[src/rtl/load_align_pkg.sv]
`default_nettype none
// ============================================================================
// Module   : load_align_pkg
// Purpose  : Shared types and constants for the load alignment unit:
//            FSM state encoding, access-size encodings and a helper that
//            derives the in-word byte offset width from the data width.
// Revision : 1.0 - initial release
// ============================================================================
package load_align_pkg;

    // Explicit 3-bit encoding so the state register width is fixed.
    typedef enum logic [2:0] {
        ST_IDLE = 3'd0,
        ST_RD0  = 3'd1,
        ST_CAP0 = 3'd2,
        ST_RD1  = 3'd3,
        ST_CAP1 = 3'd4,
        ST_RESP = 3'd5
    } state_t;

    // Access size is 2^size bytes.
    localparam logic [1:0] SZ_BYTE  = 2'd0;
    localparam logic [1:0] SZ_HALF  = 2'd1;
    localparam logic [1:0] SZ_WORD  = 2'd2;
    localparam logic [1:0] SZ_DWORD = 2'd3;

    // Number of address bits that select a byte lane within one memory word.
    function automatic int offset_width(input int data_width);
        return $clog2(data_width / 8);
    endfunction

endpackage : load_align_pkg
`default_nettype wire

[src/rtl/byte_lane_extract.sv]
`default_nettype none
// ============================================================================
// Module   : byte_lane_extract
// Purpose  : Combinational right-justify, mask and extend of a load result
//            taken from a pair of memory beats {beat1, beat0}.
// Ports    : beat0, beat1  - first / second memory word (beat1 = 0 if unused)
//            offset        - byte offset of the access within beat0
//            size          - access size code (2^size bytes)
//            is_unsigned   - 1: zero extend, 0: sign extend
//            data          - aligned, extended result
// Revision : 1.0 - initial release
// ============================================================================
module byte_lane_extract
    import load_align_pkg::*;
#(
    parameter int DATA_WIDTH = 32,
    localparam int OFF_W     = offset_width(DATA_WIDTH)
) (
    input  logic [DATA_WIDTH-1:0] beat0,
    input  logic [DATA_WIDTH-1:0] beat1,
    input  logic [OFF_W-1:0]      offset,
    input  logic [1:0]            size,
    input  logic                  is_unsigned,
    output logic [DATA_WIDTH-1:0] data
);

    logic [2*DATA_WIDTH-1:0] w_pair;
    logic [DATA_WIDTH-1:0]   w_shifted;
    logic                    w_top_bit;
    logic                    w_fill;
    logic [31:0]             w_nbits;

    assign w_pair = {beat1, beat0};

    // Only the low DATA_WIDTH bits of the shifted pair can ever be kept.
    assign w_shifted = DATA_WIDTH'(w_pair >> {offset, 3'b000});

    // Most significant kept bit, used as the sign for extension.
    always_comb begin
        w_top_bit = 1'b0;
        unique case (size)
            SZ_BYTE: w_top_bit = w_shifted[7];
            SZ_HALF: w_top_bit = w_shifted[15];
            SZ_WORD: w_top_bit = w_shifted[31];
            default: w_top_bit = w_shifted[DATA_WIDTH-1];
        endcase
    end

    assign w_fill  = w_top_bit & ~is_unsigned;
    assign w_nbits = 32'd8 << size;

    for (genvar gi = 0; gi < DATA_WIDTH; gi++) begin : g_bit
        assign data[gi] = (32'(gi) < w_nbits) ? w_shifted[gi] : w_fill;
    end

endmodule : byte_lane_extract
`default_nettype wire

[src/rtl/load_align_unit.sv]
`default_nettype none
// ============================================================================
// Module   : load_align_unit
// Purpose  : Sequential load alignment for the memory stage. Accepts a byte
//            addressed load, issues one or two word-aligned memory reads and
//            returns a right-justified, sign/zero-extended result.
// Ports    : clk, rst                    - clock, synchronous active-high reset
//            req_valid/req_ready         - request handshake
//            req_addr/req_size/req_unsigned - load address, size code, extension
//            mem_req_valid/mem_ready     - memory read handshake
//            mem_addr/mem_rdata          - word address, read data (1 cycle later)
//            resp_valid/resp_ready       - response handshake
//            resp_data/resp_err          - result, error flag
// Config   : MISALIGNED_EN - when defined, misaligned and word-crossing
//            accesses are supported (two-beat reads); otherwise they return
//            resp_err and the second-beat logic is not built.
// Revision : 1.0 - initial release
// ============================================================================
module load_align_unit
    import load_align_pkg::*;
#(
    parameter int DATA_WIDTH = 32,
    parameter int ADDR_WIDTH = 32
) (
    input  logic                  clk,
    input  logic                  rst,
    input  logic                  req_valid,
    output logic                  req_ready,
    input  logic [ADDR_WIDTH-1:0] req_addr,
    input  logic [1:0]            req_size,
    input  logic                  req_unsigned,
    output logic                  mem_req_valid,
    input  logic                  mem_ready,
    output logic [ADDR_WIDTH-1:0] mem_addr,
    input  logic [DATA_WIDTH-1:0] mem_rdata,
    output logic                  resp_valid,
    input  logic                  resp_ready,
    output logic [DATA_WIDTH-1:0] resp_data,
    output logic                  resp_err
);

    localparam int LANES = DATA_WIDTH / 8;
    localparam int OFF_W = offset_width(DATA_WIDTH);

    state_t                r_state;
    state_t                w_next;

    logic [ADDR_WIDTH-1:0] r_addr;
    logic [1:0]            r_size;
    logic                  r_unsigned;
    logic                  r_err;
    // Cleared by reset, set one cycle later: keeps req_ready low for the
    // first cycle after reset is released.
    logic                  r_init;
    logic [DATA_WIDTH-1:0] r_beat0;
    logic [DATA_WIDTH-1:0] w_beat1;

    logic                  w_accept;
    logic                  w_size_ok;
    logic                  w_req_err;
    logic [ADDR_WIDTH-1:0] w_aligned;
    logic [OFF_W-1:0]      w_offset;
    logic [DATA_WIDTH-1:0] w_extract;

    assign w_accept  = req_valid & req_ready;
    assign w_size_ok = (req_size != SZ_DWORD) || (DATA_WIDTH == 64);
    assign w_aligned = {r_addr[ADDR_WIDTH-1:OFF_W], {OFF_W{1'b0}}};
    assign w_offset  = r_addr[OFF_W-1:0];

`ifdef MISALIGNED_EN
    logic [DATA_WIDTH-1:0] r_beat1;
    logic [4:0]            w_end;
    logic                  w_cross;

    assign w_beat1   = r_beat1;
    assign w_req_err = ~w_size_ok;
    // The access crosses into the next word when its last byte lies past
    // the end of the first word.
    assign w_end     = 5'(w_offset) + (5'd1 << r_size);
    assign w_cross   = w_end > 5'(LANES);
`else
    logic w_misaligned;

    assign w_beat1 = '0;

    always_comb begin
        w_misaligned = 1'b0;
        unique case (req_size)
            SZ_BYTE: w_misaligned = 1'b0;
            SZ_HALF: w_misaligned = req_addr[0];
            SZ_WORD: w_misaligned = |req_addr[1:0];
            default: w_misaligned = |req_addr[2:0];
        endcase
    end

    assign w_req_err = ~w_size_ok | w_misaligned;
`endif

    byte_lane_extract #(
        .DATA_WIDTH (DATA_WIDTH)
    ) u_extract (
        .beat0       (r_beat0),
        .beat1       (w_beat1),
        .offset      (w_offset),
        .size        (r_size),
        .is_unsigned (r_unsigned),
        .data        (w_extract)
    );

    // ------------------------------------------------------------------
    // State register
    // ------------------------------------------------------------------
    always_ff @(posedge clk) begin
        if (rst) begin
            r_state <= ST_IDLE;
        end else begin
            r_state <= w_next;
        end
    end

    // ------------------------------------------------------------------
    // Next-state logic
    // ------------------------------------------------------------------
    always_comb begin
        w_next = r_state;
        unique case (r_state)
            ST_IDLE: begin
                if (w_accept) begin
                    w_next = w_req_err ? ST_RESP : ST_RD0;
                end
            end
            ST_RD0: begin
                if (mem_ready) begin
                    w_next = ST_CAP0;
                end
            end
            ST_CAP0: begin
`ifdef MISALIGNED_EN
                w_next = w_cross ? ST_RD1 : ST_RESP;
`else
                w_next = ST_RESP;
`endif
            end
`ifdef MISALIGNED_EN
            ST_RD1: begin
                if (mem_ready) begin
                    w_next = ST_CAP1;
                end
            end
            ST_CAP1: begin
                w_next = ST_RESP;
            end
`endif
            ST_RESP: begin
                if (resp_ready) begin
                    w_next = ST_IDLE;
                end
            end
            default: begin
                w_next = ST_IDLE;
            end
        endcase
    end

    // ------------------------------------------------------------------
    // Output logic
    // ------------------------------------------------------------------
    always_comb begin
        req_ready     = 1'b0;
        mem_req_valid = 1'b0;
        mem_addr      = w_aligned;
        resp_valid    = 1'b0;
        resp_data     = '0;
        resp_err      = 1'b0;
        unique case (r_state)
            ST_IDLE: begin
                req_ready = r_init & ~rst;
            end
            ST_RD0: begin
                mem_req_valid = 1'b1;
            end
`ifdef MISALIGNED_EN
            ST_RD1: begin
                mem_req_valid = 1'b1;
                mem_addr      = w_aligned + ADDR_WIDTH'(LANES);
            end
`endif
            ST_RESP: begin
                resp_valid = 1'b1;
                resp_err   = r_err;
                resp_data  = r_err ? '0 : w_extract;
            end
            default: begin
                req_ready = 1'b0;
            end
        endcase
    end

    // ------------------------------------------------------------------
    // Request latch and beat capture
    // ------------------------------------------------------------------
    always_ff @(posedge clk) begin
        if (rst) begin
            r_addr     <= '0;
            r_size     <= SZ_BYTE;
            r_unsigned <= 1'b0;
            r_err      <= 1'b0;
            r_init     <= 1'b0;
            r_beat0    <= '0;
`ifdef MISALIGNED_EN
            r_beat1    <= '0;
`endif
        end else begin
            r_init <= 1'b1;
            if (w_accept) begin
                r_addr     <= req_addr;
                r_size     <= req_size;
                r_unsigned <= req_unsigned;
                r_err      <= w_req_err;
`ifdef MISALIGNED_EN
                // A single-beat access must see zero in the upper beat.
                r_beat1    <= '0;
`endif
            end
            if (r_state == ST_CAP0) begin
                r_beat0 <= mem_rdata;
            end
`ifdef MISALIGNED_EN
            if (r_state == ST_CAP1) begin
                r_beat1 <= mem_rdata;
            end
`endif
        end
    end

endmodule : load_align_unit
`default_nettype wire

[config.mk]
export PLATFORM = sky130hd
export DESIGN_NAME = load_align_unit
export DESIGN_NICKNAME = d
export VERILOG_FILES = /design/src/rtl/load_align_pkg.sv /design/src/rtl/byte_lane_extract.sv /design/src/rtl/load_align_unit.sv
export SDC_FILE = /design/constraint.sdc
export NUM_CORES = 1
export LEC_CHECK = 0
export CORE_MARGIN = 1
export CORE_UTILIZATION = 39
export CTS_CLUSTER_DIAMETER = 80
export DETAILED_ROUTE_END_ITERATION = 8
export DONT_BUFFER_PORTS = 1
export HOLD_SLACK_MARGIN = 0.12
export PLACE_DENSITY = 0.65
export SLEW_MARGIN = 10
export SYNTH_ARGS = -nofsm -noshare
export SYNTH_HDL_FRONTEND = slang
export SYNTH_SLANG_ARGS = --single-unit
export TNS_END_PERCENT = 10
[constraint.sdc]
create_clock -name clk -period 2 [get_ports clk]
set_input_delay 0.4 -clock clk [delete_from_list [all_inputs] [get_ports clk]]
set_output_delay 0.4 -clock clk [all_outputs]
set_load 0.1 [all_outputs]
==> metrics.log, run 1 <==
INFO  metric synth.cell_area = 3480 sq um
INFO  metric drv_slew = 0
INFO  metric crit_arrival = 1.98 ns
INFO  metric area.growth.synth_to_final = 49.8%
INFO  metric synth_area_leaders = sky130_fd_sc_hd__dfxtp_1 41%, sky130_fd_sc_hd__nand2_1 15%, sky130_fd_sc_hd__a21oi_1 10%
INFO  metric antenna_violating_nets_post_route = 0
INFO  metric final_min_period_over_clock_period = 1.19
INFO  metric timing.critical_path.mode_cell = sky130_fd_sc_hd__buf_12
INFO  metric post_synth_top_area_share = 0.414
INFO  metric violated_checks = negative setup slack
INFO  metric boundaryPins = 140
INFO  metric cp_slowest_cell = sky130_fd_sc_hd__mux4_2
INFO  metric type_of_the_most_critical_hold_path = in2reg
INFO  metric route.final.wire_length = 9.90 mm
INFO  metric initialDrtViolationCount = 110
INFO  metric crit_path_max_fanout = 8
INFO  metric die_area = 9300 sq um
INFO  metric vdd_drop_max = 383 uV
INFO  metric setup_ws = -0.382 ns
INFO  metric worstPathCellList = buf_6, mux4_2, nand2b_1, a21o_1, buf_12, nor2_2, buf_12
INFO  metric fp.coreArea = 8680 sq um
INFO  metric route.vias.total = 3204
INFO  metric cts_root_buf = sky130_fd_sc_hd__clkbuf_8
INFO  metric clock_tree.buffer_depth = 2
INFO  metric grt_overflow_total = 0
INFO  metric fill_cells = 729
INFO  metric worst-setup-path-type = reg2out
INFO  metric route.detailed.drc = 0
INFO  metric routabilityCongestion = 0.873
INFO  metric ys_ff_latch = 72
INFO  metric grt_first_pass_wirelength = 15.4 mm
INFO  metric gr-usage-all-layers = 0.222
INFO  metric use_met1 = 0.256
INFO  metric die-height = 96.5 um
INFO  metric clock_tree.htree_level_count = 3
INFO  metric finalHoldViolCount = 0
INFO  metric cts.clk_slew.worst_paths = 0.08 ns
INFO  metric hold_ws = 0.174 ns
INFO  metric grt_max_degree = 71
INFO  metric achievable-frequency = 420 MHz
INFO  metric groute.layer.met2.usage = 0.396
INFO  metric avgSynthCellArea = 7.70 sq um
INFO  metric proportion_of_layout_cells_with_a_drive_suffix_above_1 = 0.370
INFO  metric worst_setup_path_end_kind = primary output
INFO  metric yosysTopAreaCell = sky130_fd_sc_hd__dfxtp_1
INFO  metric start_util = 0.401
INFO  metric fin_skew = 0.00446 ns
INFO  metric dp_hpwl = 7.19 mm
INFO  metric run_status = complete, but fails checks
INFO  metric power_leakage = 1.93 nW
INFO  metric antenna_diode_count = 0
INFO  metric finish.net_count = 581
INFO  metric tritoncts = done
INFO  metric number_of_global_route_vias_before_repair = 3127
INFO  metric critical_path.startpoint_type = flip-flop
INFO  metric gr-max-usage-layer = met2
INFO  metric first_pass_iters = 6
INFO  metric timing.final.setup_violations = 33
INFO  metric period_needed = 2.38 ns
INFO  metric route.detailed.wl_per_inst = 15.9 um
INFO  metric viasPerCell = 5.15
INFO  metric clock_sink_count = 72
INFO  metric grt_antenna_before_repair = 0
INFO  metric post_synth_inst_count = 452
INFO  metric cellPowerDensity = 667 nW/um^2
INFO  metric max-cap-violations = 0
INFO  metric grt_setup_unrepaired = true
INFO  metric insertion_delay = 0.35 ns
INFO  metric synth_warnings = 0
INFO  metric critPathRequiredTime = 1.60 ns
INFO  metric synth-seq-area-share = 0.414
INFO  metric synth.lib_cells_used.distinct = 35
INFO  metric finalSetupTns = -9.51 ns
INFO  metric cts-buffers-inserted = 9
INFO  metric floorplan.die.width = 96.5 um
INFO  metric fp-row-count = 34
INFO  metric timing.critical_path.slowest_cell_delay = 0.50 ns
INFO  metric port-buffer-count = 0
INFO  metric post-place-ws = -0.187 ns
INFO  metric gr-usage-met3 = 0.0556
==> synthesized netlist by cell type (all sizes together) <==
cell type / instances
a2111oi: 1
a211oi: 14
a21o: 9
a21oi: 70
a221oi: 7
and2: 3
and3: 2
buf: 43
clkbuf: 19
clkinv: 1
conb: 1
dfxtp: 72
inv: 2
mux2: 7
mux2i: 12
mux4: 1
nand2: 139
nand2b: 2
nand3b: 3
nand4bb: 1
nor2: 15
nor2b: 10
nor3: 1
o211a: 1
o211ai: 1
o21a: 1
o21ai: 9
o22ai: 1
o311a: 1
or2: 1
or3: 1
or4b: 1
==> per-layer routing <==
| metal | up-vias | wire length, um |
|---|---|---|
| li1 | 1597 | - |
| met1 | 1495 | 4090 |
| met5 | - | 0 |
| met4 | 0 | 152 |
| met3 | 12 | 703 |
| met2 | 100 | 4960 |
==> final timing paths <==
check / depth (start not counted) / slack, ns / startpoint / end
setup / recovery: 7 / -0.38 / r_addr[0] / resp_data[8]
hold / removal: 2 / 0.17 / mem_rdata[24] / r_beat0[24]
setup reg to reg: 6 / 0.10 / r_state[2] / r_addr[5]
hold reg to reg: 2 / 0.45 / r_beat0[6] / r_beat0[6]
==> kinds of logic (layout without fill, tap and decap cells) <==
family	count (synthesis)	in the layout	share of synthesized area
and+or+nand+nor	179	179	0.216
DFF	72	72	0.414
muxes	20	20	0.0636
AOI/OAI and AO/OA	115	115	0.195
buffers and inverters	65	126	0.110
other	1	2	0.00108
==> area by class of cell <==
type / instances / area [sq um] / area share
Multi-Input combinational cell: 316 / 2020 / 0.387
Sequential cell: 72 / 1450 / 0.277
Timing Repair Buffer: 107 / 1340 / 0.256
Clock inverter: 7 / 143 / 0.0274
Tap cell: 108 / 135 / 0.0259
Clock buffer: 9 / 124 / 0.0238
Inverter: 3 / 11.3 / 0.00216
==> flip-flops by register name, indices dropped and copies added (netlist names) <==
name / flops
r_addr: 32
r_size: 2
r_beat0: 32
r_err: 1
r_unsigned: 1
r_init: 1
r_state: 3
==> power breakdown <==
group | internal, mW | switching, mW
registers | 1.47 | 0.0197
clock network | 0.959 | 0.579
logic | 0.124 | 0.328
==> stage by stage <==
stage          area [sq um]  utilization  power, mW  std cells
3_3_place_gp           4640        0.535       1.91        600
5_1_grt                5210        0.600       3.60        622
6_report               5210        0.600       3.48        622
3_5_place_dp           4640        0.535       1.92        600
4_1_cts                5140        0.592       3.50        622
2_1_floorplan          3730            -       1.89        453
==> cells in the final DEF (no fill, tap or decap), types with 5 or more instances in the layout <==
master / instances
sky130_fd_sc_hd__mux2_2: 7
sky130_fd_sc_hd__buf_6: 7
sky130_fd_sc_hd__clkbuf_8: 9
sky130_fd_sc_hd__mux2i_2: 7
sky130_fd_sc_hd__o21ai_2: 8
sky130_fd_sc_hd__a21o_4: 8
sky130_fd_sc_hd__buf_4: 59
sky130_fd_sc_hd__dfxtp_1: 71
sky130_fd_sc_hd__a211oi_4: 8
sky130_fd_sc_hd__a21oi_1: 70
sky130_fd_sc_hd__nor2_2: 8
sky130_fd_sc_hd__buf_12: 38
sky130_fd_sc_hd__nor2b_1: 5
sky130_fd_sc_hd__nor2_1: 5
sky130_fd_sc_hd__nand2_1: 139
==> worst max-delay path: cells and delay by family, from the launching register on <==
family | cells | cell delay (ns)
multiplexers | 1 | 0.50
buffers and inverters | 3 | 0.42
flip-flops | 1 | 0.39
AND/OR/NAND/NOR | 2 | 0.15
AO/OA/AOI/OAI | 1 | 0.15
==> timing repair <==
item / in CTS / in global routing
gates resized for setup: 34 / 15
hold endpoints to repair: 70 / 0
gates cloned: 0 / 0
buffers inserted: 4 / 0
pin swaps: 6 / 2
setup endpoints to repair: 35 / 71
hold buffers: 2 / 0
No activity file was read; power rests on OpenSTA's default activity.
==> inputs of run 2 (changes only) <==
--- a/config.mk
+++ b/config.mk
@@ -6,12 +6,12 @@
 export NUM_CORES = 1
 export LEC_CHECK = 0
 export CORE_MARGIN = 1
-export CORE_UTILIZATION = 39
+export CORE_UTILIZATION = 57
 export CTS_CLUSTER_DIAMETER = 80
 export DETAILED_ROUTE_END_ITERATION = 8
 export DONT_BUFFER_PORTS = 1
 export HOLD_SLACK_MARGIN = 0.12
-export PLACE_DENSITY = 0.65
+export PLACE_DENSITY = 0.85
 export SLEW_MARGIN = 10
 export SYNTH_ARGS = -nofsm -noshare
 export SYNTH_HDL_FRONTEND = slang
==> metrics.log, run 2 (synthesis gave the netlist of run 1 again) <==
INFO  metric run_status = complete, but fails checks
INFO  metric violated_checks = design-rule violations, negative setup slack
INFO  metric finish.net_count = 581
INFO  metric worstHoldEndpoint = r_addr[31]
INFO  metric grt_first_pass_wirelength = 19.8 mm
INFO  metric route.detailed.drc = 25
INFO  metric number_of_global_route_vias_before_repair = 3691
INFO  metric initialDrtViolationCount = 637
INFO  metric route.detailed.wl_per_inst = 26.4 um
INFO  metric clock_sink_count = 72
INFO  metric fin_skew = 0.0198 ns
INFO  metric port-buffer-count = 0
INFO  metric relSlewSlack = 0.653
INFO  metric period_needed = 2.63 ns
INFO  metric grt_max_degree = 54
INFO  metric cellPowerDensity = 592 nW/um^2
INFO  metric finalHoldViolCount = 0
INFO  metric antenna_violating_nets_post_route = 0
INFO  metric clock_tree.htree_level_count = 3
INFO  metric critical_path.startpoint_type = flip-flop
INFO  metric gr-usage-all-layers = 0.425
INFO  metric rr_endpoint = r_size[1]
INFO  metric grt_antenna_before_repair = 2
INFO  metric fill_cells = 250
INFO  metric insertion_delay = 0.37 ns
INFO  metric viasPerCell = 6.75
INFO  metric floorplan.die.width = 80.1 um
INFO  metric crit_arrival = 2.23 ns
INFO  metric cts_root_buf = sky130_fd_sc_hd__clkbuf_8
INFO  metric clock_tree.buffer_depth = 2
INFO  metric tritoncts = done
INFO  metric routabilityCongestion = 0.949
INFO  metric drv_slew = 0
INFO  metric worst-setup-path-type = reg2out
INFO  metric timing.final.setup_violations = 33
INFO  metric boundaryPins = 140
INFO  metric grt_setup_unrepaired = true
INFO  metric post-route-util = 0.872
INFO  metric min_path_cells = 2
INFO  metric dp_hpwl = 7.23 mm
INFO  metric min_from = req_addr[31]
INFO  metric die_area = 6420 sq um
INFO  metric power_leakage = 1.88 nW
INFO  metric cts.clk_slew.worst_paths = 0.08 ns
INFO  metric final_common_cell = sky130_fd_sc_hd__nand2_1
INFO  metric tightestPinTransition = 0.518 ns
INFO  metric r2r.worst_path.cells = 7
INFO  metric rr_startpoint = r_state[0]
INFO  metric start_util = 0.588
INFO  metric route.final.wire_length = 15.6 mm
INFO  metric type_of_the_most_critical_hold_path = in2reg
INFO  metric vdd_drop_max = 562 uV
INFO  metric achievable-frequency = 381 MHz
INFO  metric area.growth.synth_to_final = 48.3%
INFO  metric die-height = 80.1 um
INFO  metric finalPower = 3.06 mW
INFO  metric fp.coreArea = 5920 sq um
INFO  metric critPathRequiredTime = 1.60 ns
INFO  metric fp-row-count = 28
INFO  metric first_pass_iters = 9
INFO  metric proportion_of_layout_cells_with_a_drive_suffix_above_1 = 0.392
INFO  metric crit_path_max_fanout = 14
INFO  metric setup_ws = -0.628 ns
INFO  metric grt_overflow_total = 0
INFO  metric final_min_period_over_clock_period = 1.31
INFO  metric cts-buffers-inserted = 9
INFO  metric r2r_slack = 0.01 ns
INFO  metric max-cap-violations = 0
INFO  metric route.vias.total = 3976
INFO  metric reg_top3 = r_addr (32), r_beat0 (32), r_state (3)
INFO  metric mostFrequentLayoutCells = 139 x sky130_fd_sc_hd__nand2_1, 69 x sky130_fd_sc_hd__a21oi_1, 68 x sky130_fd_sc_hd__dfxtp_1
INFO  metric worst_setup_path_end_kind = primary output
## run 2: cell types whose count changed in the layout (fill, tap and decap cells not counted), moves of 3 or more
cell	before	now
sky130_fd_sc_hd__a21o_2	0	6
sky130_fd_sc_hd__a21o_4	8	2
sky130_fd_sc_hd__bufinv_16	4	0
sky130_fd_sc_hd__o21ai_2	8	4
sky130_fd_sc_hd__o21ai_4	0	4
sky130_fd_sc_hd__dfxtp_1	71	68
sky130_fd_sc_hd__mux2i_1	4	1
## run 2: report_power, final
| group | internal [mW] | switching, mW |
|---|---|---|
| combinational | 0.128 | 0.358 |
| sequential | 1.47 | 0.0255 |
| clock | 0.475 | 0.604 |
## run 2: layout make-up
| type | instances | area (sq um) | area share |
|---|---|---|---|
| inverters | 3 | 11.3 | 0.00218 |
| multi-input cells | 316 | 2090 | 0.405 |
| repair buffers | 107 | 1340 | 0.260 |
| clock inverters | 5 | 33.8 | 0.00655 |
| flip-flops and latches | 72 | 1450 | 0.281 |
| clock buffers | 10 | 138 | 0.0267 |
| diodes | 1 | 2.50 | 0.000485 |
| well taps | 75 | 93.8 | 0.0182 |
## run 2: routing by layer
layer / GRT usage / vias up / part of all wire
li1: - / 1592 / -
met1: 0.456 / 1763 / 0.32
met2: 0.680 / 445 / 0.45
met3: 0.161 / 174 / 0.13
met4: 0.311 / 2 / 0.10
met5: 0 / - / 0.0028
## run 2: how the worst max path moves through the flow
stage                     from             to  cells after the start
finish               r_addr[0]  resp_data[13]                      5
global route         r_addr[0]  resp_data[13]                      5
CTS                  r_addr[0]   resp_data[8]                      7
detailed placement   r_addr[1]   resp_data[8]                      6
global placement     r_addr[0]  resp_data[29]                      6
floorplan           r_state[1]   resp_data[7]                      3
## run 2: what timing repair did
action                                  4_1_cts  5_1_grt
endpoints found under the hold margin        53        6
pin swaps                                     6        5
endpoints found under the setup margin       34       71
setup buffers                                 3        2
resized for setup                            36       31
hold buffers                                  3        1
## run 2: critical path: stages (launching register included)
cell and delay (ns):
sky130_fd_sc_hd__dfxtp_4 0.39, sky130_fd_sc_hd__buf_4 0.30, sky130_fd_sc_hd__mux2_2 0.43, sky130_fd_sc_hd__a221oi_1 0.45
sky130_fd_sc_hd__nor2_2 0.11, sky130_fd_sc_hd__buf_12 0.19
## run 2: per-stage QoR
step	setup TNS (ns)	area, sq um	cells	setup WS, ns	hold slack (ns)
after floorplan	-12.58	3730	453	-0.545	0.432
after global placement	-1.07	4580	564	-0.0828	0.434
after detailed placement	-2.62	4580	564	-0.215	0.441
after CTS	-9.62	4960	585	-0.400	0.121
after global routing	-15.25	5160	589	-0.697	0.169
final	-14.45	5160	589	-0.628	0.169
==> inputs of run 3 (changes only) <==
--- a/config.mk
+++ b/config.mk
@@ -5,15 +5,17 @@
 export SDC_FILE = /design/constraint.sdc
 export NUM_CORES = 1
 export LEC_CHECK = 0
+export ABC_AREA = 1
 export CORE_MARGIN = 1
-export CORE_UTILIZATION = 57
+export CORE_UTILIZATION = 58
 export CTS_CLUSTER_DIAMETER = 80
 export DETAILED_ROUTE_END_ITERATION = 8
 export DONT_BUFFER_PORTS = 1
 export HOLD_SLACK_MARGIN = 0.12
-export PLACE_DENSITY = 0.85
+export PLACE_DENSITY = 0.86
 export SLEW_MARGIN = 10
 export SYNTH_ARGS = -nofsm -noshare
 export SYNTH_HDL_FRONTEND = slang
+export SYNTH_HIERARCHICAL = 1
 export SYNTH_SLANG_ARGS = --single-unit
 export TNS_END_PERCENT = 10
==> constraint.sdc (replaced) <==
create_clock -name clk -period 2.2 [get_ports clk]
set_input_delay 0.44 -clock clk [delete_from_list [all_inputs] [get_ports clk]]
set_output_delay 0.44 -clock clk [all_outputs]
set_load 0.1 [all_outputs]
==> metrics.log, run 3 <==
INFO  metric die-height = 90.5 um
INFO  metric postSynth.topFlopCell = sky130_fd_sc_hd__dfxtp_1
INFO  metric initialDrtViolationCount = 503
INFO  metric antenna_diode_count = 0
INFO  metric synthMostInstantiatedCell = sky130_fd_sc_hd__nand2_1
INFO  metric r2r.worst_path.cells = 6
INFO  metric fin_skew = 0.00881 ns
INFO  metric cts-buffers-inserted = 9
INFO  metric grt_max_degree = 43
INFO  metric critPathRequiredTime = 1.76 ns
INFO  metric synth-async-reset-ratio = 0
INFO  metric finalHoldViolCount = 0
INFO  metric tightestPinTransition = 0.654 ns
INFO  metric synth.cells.most_frequent = 165 x sky130_fd_sc_hd__nand2_1, 111 x sky130_fd_sc_hd__nor2_1, 72 x sky130_fd_sc_hd__dfxtp_1
INFO  metric synth.lib_cells_used.distinct = 30
INFO  metric clock_tree.htree_level_count = 3
INFO  metric power_leakage = 2.27 nW
INFO  metric synth.cell_area = 4540 sq um
INFO  metric route.detailed.drc = 0
INFO  metric avgSynthCellArea = 6.74 sq um
INFO  metric antenna_violating_nets_post_route = 0
INFO  metric post-route-util = 0.804
INFO  metric crit_path_max_fanout = 33
INFO  metric synth_warnings = 6
INFO  metric route.final.wire_length = 13.2 mm
INFO  metric drv_slew = 0
INFO  metric floorplan.die.width = 90.5 um
INFO  metric mostFrequentLayoutCells = 150 x sky130_fd_sc_hd__nand2_1, 78 x sky130_fd_sc_hd__nor2_1, 68 x sky130_fd_sc_hd__dfxtp_1
INFO  metric achievable-frequency = 402 MHz
INFO  metric critical_path.startpoint_type = flip-flop
INFO  metric post_synth_edffs = 0
INFO  metric r2r_slack = 0.37 ns
INFO  metric fp.coreArea = 7410 sq um
INFO  metric proportion_of_layout_cells_with_a_drive_suffix_above_1 = 0.312
INFO  metric post_synth_inst_count = 674
INFO  metric start_util = 0.613
INFO  metric ys_ff_latch = 72
INFO  metric postPlaceCellArea = 5590 sq um
INFO  metric fp-row-count = 31
INFO  metric worstPathCellList = inv_2, buf_6, a21oi_1, a21oi_1, o21ai_0, nand2_1, nand2_1, nor2_4, buf_12
INFO  metric grt_antenna_before_repair = 0
INFO  metric min_path_cells = 1
INFO  metric worst-setup-path-type = reg2out
INFO  metric first_pass_iters = 8
INFO  metric min_from = rst
INFO  metric reg_top3 = r_addr (32), r_beat0 (32), r_state (3)
INFO  metric final_min_period_over_clock_period = 1.13
INFO  metric hold_ws = 0.151 ns
INFO  metric period_needed = 2.49 ns
INFO  metric route.vias.total = 4777
INFO  metric violated_checks = negative setup slack
INFO  metric grt_overflow_total = 0
INFO  metric final_common_cell = sky130_fd_sc_hd__nand2_1
INFO  metric max-cap-violations = 0
INFO  metric yosysTopAreaCell = sky130_fd_sc_hd__dfxtp_1
INFO  metric rr_endpoint = r_err
INFO  metric boundaryPins = 140
INFO  metric rr_startpoint = r_state[1]
INFO  metric crit_arrival = 2.05 ns
INFO  metric layoutNonFillerInstCount = 832
INFO  metric insertion_delay = 0.34 ns
INFO  metric post_synth_top_area_share = 0.317
INFO  metric timing.critical_path.slowest_cell_delay = 0.36 ns
INFO  metric grt_first_pass_wirelength = 20.8 mm
INFO  metric cts_root_buf = sky130_fd_sc_hd__clkbuf_8
INFO  metric type_of_the_most_critical_hold_path = in2reg
INFO  metric dp_hpwl = 8.76 mm
INFO  metric gr-usage-all-layers = 0.314
INFO  metric synth-seq-area-share = 0.317
INFO  metric setup_ws = -0.286 ns
INFO  metric area.growth.synth_to_final = 31.0%
INFO  metric worstHoldEndpoint = r_addr[3]
INFO  metric grt_setup_unrepaired = true
INFO  metric cellPowerDensity = 721 nW/um^2
INFO  metric placed_cells = 812
INFO  metric relSlewSlack = 0.563
INFO  metric cp_slowest_cell = sky130_fd_sc_hd__dfxtp_2
INFO  metric viasPerCell = 5.74
INFO  metric finish.net_count = 801
INFO  metric die_area = 8190 sq um
INFO  metric port-buffer-count = 0
INFO  metric vdd_drop_max = 571 uV
INFO  metric synth_area_leaders = sky130_fd_sc_hd__dfxtp_1 32%, sky130_fd_sc_hd__nand2_1 14%, sky130_fd_sc_hd__nor2_1 9.2%
INFO  metric postLayoutCellArea = 5950 sq um
INFO  metric timing.final.setup_violations = 31
INFO  metric route.detailed.wl_per_inst = 15.8 um
INFO  metric worst_setup_path_end_kind = primary output
INFO  metric clock_sink_count = 72
INFO  metric run_status = complete, but fails checks
INFO  metric number_of_global_route_vias_before_repair = 4536
INFO  metric routabilityCongestion = 0.982
INFO  metric tritoncts = done
INFO  metric cts.clk_slew.worst_paths = 0.07 ns
INFO  metric clock_tree.buffer_depth = 2
## run 3: power by group
group          leakage, nW  internal, mW  switching (mW)
combinational         1.58         0.481            1.29
sequential           0.586          1.45           0.113
clock               0.0971         0.497           0.467
## run 3: worst max-delay path by stage
| stage | cells after the start | endpoint | start | slack [ns] |
|---|---|---|---|---|
| 2_1_floorplan | 5 | resp_data[10] | r_state[0] | -0.51 |
| 4_1_cts | 12 | resp_data[25] | r_addr[0] | -0.21 |
| 5_1_grt | 7 | resp_data[28] | r_addr[0] | -0.34 |
| 3_3_place_gp | 11 | resp_data[9] | r_addr[0] | 0.07 |
| 6_report | 9 | resp_data[28] | r_addr[1] | -0.29 |
| 3_5_place_dp | 11 | resp_data[10] | r_addr[0] | -0.07 |
## run 3: layer usage
| metal | track usage | part of all wire | vias to the layer above |
|---|---|---|---|
| li1 | - | - | 2222 |
| met1 | 0.341 | 0.36 | 2138 |
| met2 | 0.551 | 0.49 | 332 |
| met3 | 0.0791 | 0.096 | 85 |
| met4 | 0.179 | 0.058 | 0 |
| met5 | 0 | 0 | - |
## run 3: logic make-up (layout without fill, tap and decap cells)
kind of cell | count (synthesis) | count (layout) | synth area share
simple gates | 339 | 340 | 0.342
flops | 72 | 72 | 0.317
buf+inv | 108 | 126 | 0.144
compound gates | 154 | 154 | 0.196
other cells | 1 | 41 | 0.000825
## run 3: repair_timing
action | CTS | global route
pin swaps | 25 | 11
hold buffers | 0 | 0
cloned | 1 | 0
resized for setup | 34 | 11
buffers inserted | 2 | 2
setup endpoints to repair | 31 | 32
## run 3: cell type report
class | instances | area, sq um
clock buffer | 12 | 166
clock inverter | 3 | 15.0
sequential | 72 | 1450
tap | 99 | 124
fill | 433 | 1450
timing repair buffer | 83 | 1120
inverter | 28 | 113
multi-input combinational | 535 | 2960
## run 3: metrics by stage
stage          TNS [ns]  power [mW]  worst slack (ns)
3_3_place_gp          0        3.17            0.0732
6_report          -6.35        4.29            -0.286
2_1_floorplan    -15.33        3.05            -0.509
5_1_grt           -8.72        4.49            -0.343
3_5_place_dp     -0.376        3.23           -0.0662
4_1_cts           -4.71        4.22            -0.209
## run 3: critical path, delay by kind of cell, from the launching register on
| kind | cells | cell delay, ns |
|---|---|---|
| and+or+nand+nor | 3 | 0.32 |
| AOI/OAI and AO/OA | 3 | 0.45 |
| DFF | 1 | 0.36 |
| buffers and inverters | 3 | 0.56 |
